[config.mk]
export PLATFORM = sky130hd
export DESIGN_NAME = pipelined_adder_nbit
export DESIGN_NICKNAME = d
export VERILOG_FILES = /design/src/rtl/pipelined_adder_nbit.sv
export SDC_FILE = /design/constraint.sdc
export NUM_CORES = 1
export LEC_CHECK = 0
export ABC_AREA = 1
export BUFFER_PORTS_ARGS = -buffer_cell sky130_fd_sc_hd__clkbuf_2
export CORE_ASPECT_RATIO = 0.7
export CORE_MARGIN = 8
export CORE_UTILIZATION = 35
export CTS_BUF_LIST = sky130_fd_sc_hd__clkbuf_4 sky130_fd_sc_hd__clkbuf_8
export CTS_CLUSTER_DIAMETER = 30
export DETAILED_ROUTE_END_ITERATION = 8
export PLACE_DENSITY_LB_ADDON = 0.2
export SYNTH_ARGS = -nofsm -noshare
export SYNTH_HDL_FRONTEND = slang
export SYNTH_SLANG_ARGS = --single-unit
export TNS_END_PERCENT = 20
[constraint.sdc]
create_clock -name clk -period 4.9 [get_ports clk]
set_clock_uncertainty 0.1 [all_clocks]
set_input_delay 0.98 -clock clk [delete_from_list [all_inputs] [get_ports clk]]
set_output_delay 0.98 -clock clk [all_outputs]
set_load 0.005 [all_outputs]
[src/rtl/pipelined_adder_nbit.sv]
// Pipelined valid/ready integer adder: WIDTH bits split into NUM_STAGES chunks,
// one chunk summed per stage with the carry registered into the next stage.
module pipelined_adder_nbit #(
    parameter int WIDTH      = 32,
    parameter int NUM_STAGES = 4,
    parameter bit SIGNED     = 1'b0
) (
    input  logic             clk,
    input  logic             rst_n,
    input  logic             in_valid,
    output logic             in_ready,
    input  logic [WIDTH-1:0] a,
    input  logic [WIDTH-1:0] b,
    input  logic             cin,
    output logic             out_valid,
    input  logic             out_ready,
    output logic [WIDTH-1:0] sum,
    output logic             cout,
    output logic             ovf
);
    localparam int CHUNK = WIDTH / NUM_STAGES;
    localparam int MSB   = WIDTH - 1;

    logic [NUM_STAGES-1:0] vld_p;
    logic [NUM_STAGES-1:0] cry_p;
    logic [WIDTH-1:0]      sum_p [NUM_STAGES];
    logic [WIDTH-1:0]      a_p   [NUM_STAGES];
    logic [WIDTH-1:0]      b_p   [NUM_STAGES];

    logic [NUM_STAGES-1:0] adv;
    logic [NUM_STAGES-1:0] src_v;
    logic [NUM_STAGES-1:0] src_c;
    logic [NUM_STAGES-1:0] nxt_c;
    logic [WIDTH-1:0]      src_a [NUM_STAGES];
    logic [WIDTH-1:0]      src_b [NUM_STAGES];
    logic [WIDTH-1:0]      src_s [NUM_STAGES];
    logic [WIDTH-1:0]      nxt_s [NUM_STAGES];

    function automatic logic [CHUNK:0] add_chunk(input logic [CHUNK-1:0] x,
                                                 input logic [CHUNK-1:0] y,
                                                 input logic             ci);
        return {1'b0, x} + {1'b0, y} + {{CHUNK{1'b0}}, ci};
    endfunction

    function automatic logic signed_ovf(input logic signed [WIDTH-1:0] x,
                                        input logic signed [WIDTH-1:0] y,
                                        input logic signed [WIDTH-1:0] s);
        return (x[MSB] == y[MSB]) && (s[MSB] != x[MSB]);
    endfunction

    // A stage may load when it, or any stage downstream of it, is empty or the sink takes a beat.
    always_comb begin
        logic acc;
        adv = '0;
        acc = out_ready;
        for (int k = NUM_STAGES - 1; k >= 0; k--) begin
            acc    = acc || !vld_p[k];
            adv[k] = acc;
        end
    end

    always_comb begin
        logic [CHUNK:0] res;
        res   = '0;
        src_v = '0;
        src_c = '0;
        nxt_c = '0;
        src_a = '{default: '0};
        src_b = '{default: '0};
        src_s = '{default: '0};
        nxt_s = '{default: '0};
        src_v[0] = in_valid;
        src_c[0] = cin;
        src_a[0] = a;
        src_b[0] = b;
        for (int k = 1; k < NUM_STAGES; k++) begin
            src_v[k] = vld_p[k-1];
            src_c[k] = cry_p[k-1];
            src_a[k] = a_p[k-1];
            src_b[k] = b_p[k-1];
            src_s[k] = sum_p[k-1];
        end
        for (int k = 0; k < NUM_STAGES; k++) begin
            res = add_chunk(src_a[k][k*CHUNK +: CHUNK], src_b[k][k*CHUNK +: CHUNK], src_c[k]);
            nxt_s[k] = src_s[k];
            nxt_s[k][k*CHUNK +: CHUNK] = res[CHUNK-1:0];
            nxt_c[k] = res[CHUNK];
        end
    end

    // Stage registers: data only loads with a valid beat so idle outputs keep their last value.
    always_ff @(posedge clk or negedge rst_n) begin
        if (!rst_n) begin
            vld_p <= '0;
            cry_p <= '0;
            for (int k = 0; k < NUM_STAGES; k++) begin
                sum_p[k] <= '0;
                a_p[k]   <= '0;
                b_p[k]   <= '0;
            end
        end else begin
            for (int k = 0; k < NUM_STAGES; k++) begin
                if (adv[k]) begin
                    vld_p[k] <= src_v[k];
                end
                if (adv[k] && src_v[k]) begin
                    sum_p[k] <= nxt_s[k];
                    cry_p[k] <= nxt_c[k];
                    a_p[k]   <= src_a[k];
                    b_p[k]   <= src_b[k];
                end
            end
        end
    end

    assign in_ready  = adv[0];
    assign out_valid = vld_p[NUM_STAGES-1];
    assign sum       = sum_p[NUM_STAGES-1];
    assign cout      = cry_p[NUM_STAGES-1];
    assign ovf       = SIGNED ? signed_ovf(a_p[NUM_STAGES-1], b_p[NUM_STAGES-1],
                                           sum_p[NUM_STAGES-1]) : 1'b0;

endmodule

==> reports/results.txt <==
synth cell count leaders = nand2_1, dfrtp_1, inv_1, nand3_1, o21ai_0
WS Path Type = in -> out
pin count of the biggest net entering global routing = 100
Die ar. = 29,600 um^2
Starting Density = 0.357
status = finished, final reports clean
hold buffer count at cts = 0
Post-synth EDFFs = 0
setup TNS = 0 ns
antenna-violating nets left = 0
GP Congestion = 0.768
area grow syn2layout = 12.6%
Die Span Y = 146 um
fin crit period = 2.64 ns
Crit. End Element = primary output
Worst IR Drop VDD = 0.208 mV
Post-Place Cell Area = 9160 um^2
DRC viols = 0
clock buffer depth = 2
CP Data Arrival Time = 1.56 ns
nets = 1,161
core area = 23,800 um^2
share of cells above drive strength 1 = 0.171
grt total ovfl = 0
Seq/Total Area, Yosys = 0.542
highest clock rate = 378 MHz
H-tree levels = 4
Avg Cell Area, Syn = 8.79 um^2
CTS tree = built
Via Count = 6,127
Slew Viols, Final = 0
Diodes inserted = 0
mapped cell area = 8490 um^2
Worst Setup SP = out_ready
clk slew on worst S/H paths = 0.08 ns
vias in the first global route = 6,105
synth warn = 0
worst r2r src = vld_p[3]
Synth area leader = dfrtp_1
Worst Hold Class = reg -> reg
I/O Buffers = 103
post-synthesis async set-or-reset flop share = 1.00
GRT Total Usage = 0.139
clk_lat worst skew = 0.47 ns
cells after synthesis = 966
hold path startpoint = sum[8]
largest cells by area after synthesis = dfrtp_1, nand2_1, ha_1, inv_1, o21ai_2
drt via density = 4.42
Cell variety after synth = 32
first-pass GRT wire length = 33,400 um
# rows = 47
top_reg_cell synth = dfrtp_1
routed wire length = 19,800 um
Final Hold Viols = 0
Final setup viols = 0
detailed-router iteration count before antenna repair = 4
chip width = 202 um
critical path launch point type = primary input
Least-Margin Pin Slew = 0.945 ns
top cell type's share of synthesized area = 0.542
RSZ-0062 raised after global routing = false
Power per Cell Area = 561 nW/um^2
FF+latch count, synth = 184
Setup Fix Bufs, Post-CTS = 0
Slew headroom = 0.370
Iter 0 DRT Violations = 380
required time of the critical path = 3.82 ns
max_cap viols = 0
most common cell in the netlist = nand2_1
# IOs = 105
antenna violations before repair = 0
post-CTS sizing = 0
Static Leak = 5.14 nW
Tcrit/Tclk final = 0.540
CTS Buf Count = 17
final instance area = 9550 um^2
Final HPWL DP = 14,000 um
CTS Root Cell = clkbuf_8
net count after synthesis = 1,071
CTS Sinks = 184
crit-path max FO = 4
DR WL/cell = 14.2 um
==> metal layers <==
metal  wire [um]  part of all wire  vias to the layer above  GRT usage
li1            -                 -                     3193          -
met1       11600              0.59                     2806      0.229
met2        7020              0.36                      113      0.171
met3         926             0.047                       15     0.0338
met4         165            0.0084                        0     0.0369
met5           0                 0                        -          0
==> cells by family (layout without fill, tap and decap cells) <==
kind of cell	after synthesis	count (layout)	share of synthesized area
AO/OA/AOI/OAI	101	101	0.0730
flip-flops	184	184	0.542
adder cells (fa/ha/maj)	36	36	0.0601
other	1	1	0.000442
AND/OR/NAND/NOR	523	523	0.249
XOR/XNOR	5	5	0.00516
buffers and inverters	116	219	0.0696
==> worst max-delay path, cell delays in order <==
cell and delay, ns:
clkbuf_2 0.11, nor2_4 0.20, nand4_4 0.13, clkbuf_2 0.14
==> final cells by class <==
cell class | instances | area [um^2]
multi-input combinational | 666 | 3290
sequential | 184 | 4600
inverter | 81 | 309
tap | 318 | 398
clock buffer | 18 | 241
clock inverter | 14 | 151
timing repair buffer | 106 | 557
fill | 2492 | 14200
==> cell usage in the layout, fill, tap and decap left out, types with 5 or more instances in the layout <==
master        n
nand2_1     444
nor2_1       20
inv_1        77
ha_1         28
nand3_1      35
a21oi_1      16
o21ai_2      25
nand3b_1      8
o21ai_1      18
or2_2         8
o21ai_0      35
clkbuf_8     17
clkbuf_2    102
fa_1          8
clkinvlp_4    5
dfrtp_1     184
==> flip-flops by register name, summed over array words and instances (netlist names) <==
name and count:
vld_p 4, sum 32, b_p 48, nxt_s 48, a_p 48, cry_p 4
==> where the power goes <==
group	switching [mW]	internal, mW
combinational	1.26	0.720
clock	0.564	0.460
sequential	0.300	2.05
total	2.12	3.23
==> stage by stage <==
stage                     utilization  setup slack (ns)  instances  power (mW)  hold slack [ns]
final                           0.402              2.26       1387        5.36            0.373
after global placement          0.386              2.06       1355        4.35            0.355
after CTS                       0.402              2.24       1387        5.43            0.376
after global routing            0.402              2.21       1387        5.86            0.402
after detailed placement        0.386              2.01       1355        4.39            0.355
after floorplan                     -              2.45        966        3.77            0.342
==> final timing paths <==
kind / endpoint / slack, ns / cells past startpoint
worst max-delay path: in_ready / 2.26 / 4
max in group asynchronous: cry_p[3] / 3.31 / 2
worst min register to register: sum[8] / 0.37 / 2
worst min-delay path: sum[8] / 0.37 / 2
min in group asynchronous: sum[7] / 0.50 / 1
worst max register to register: b_p[127] / 2.76 / 7
No activity file was read; power rests on OpenSTA's default activity.
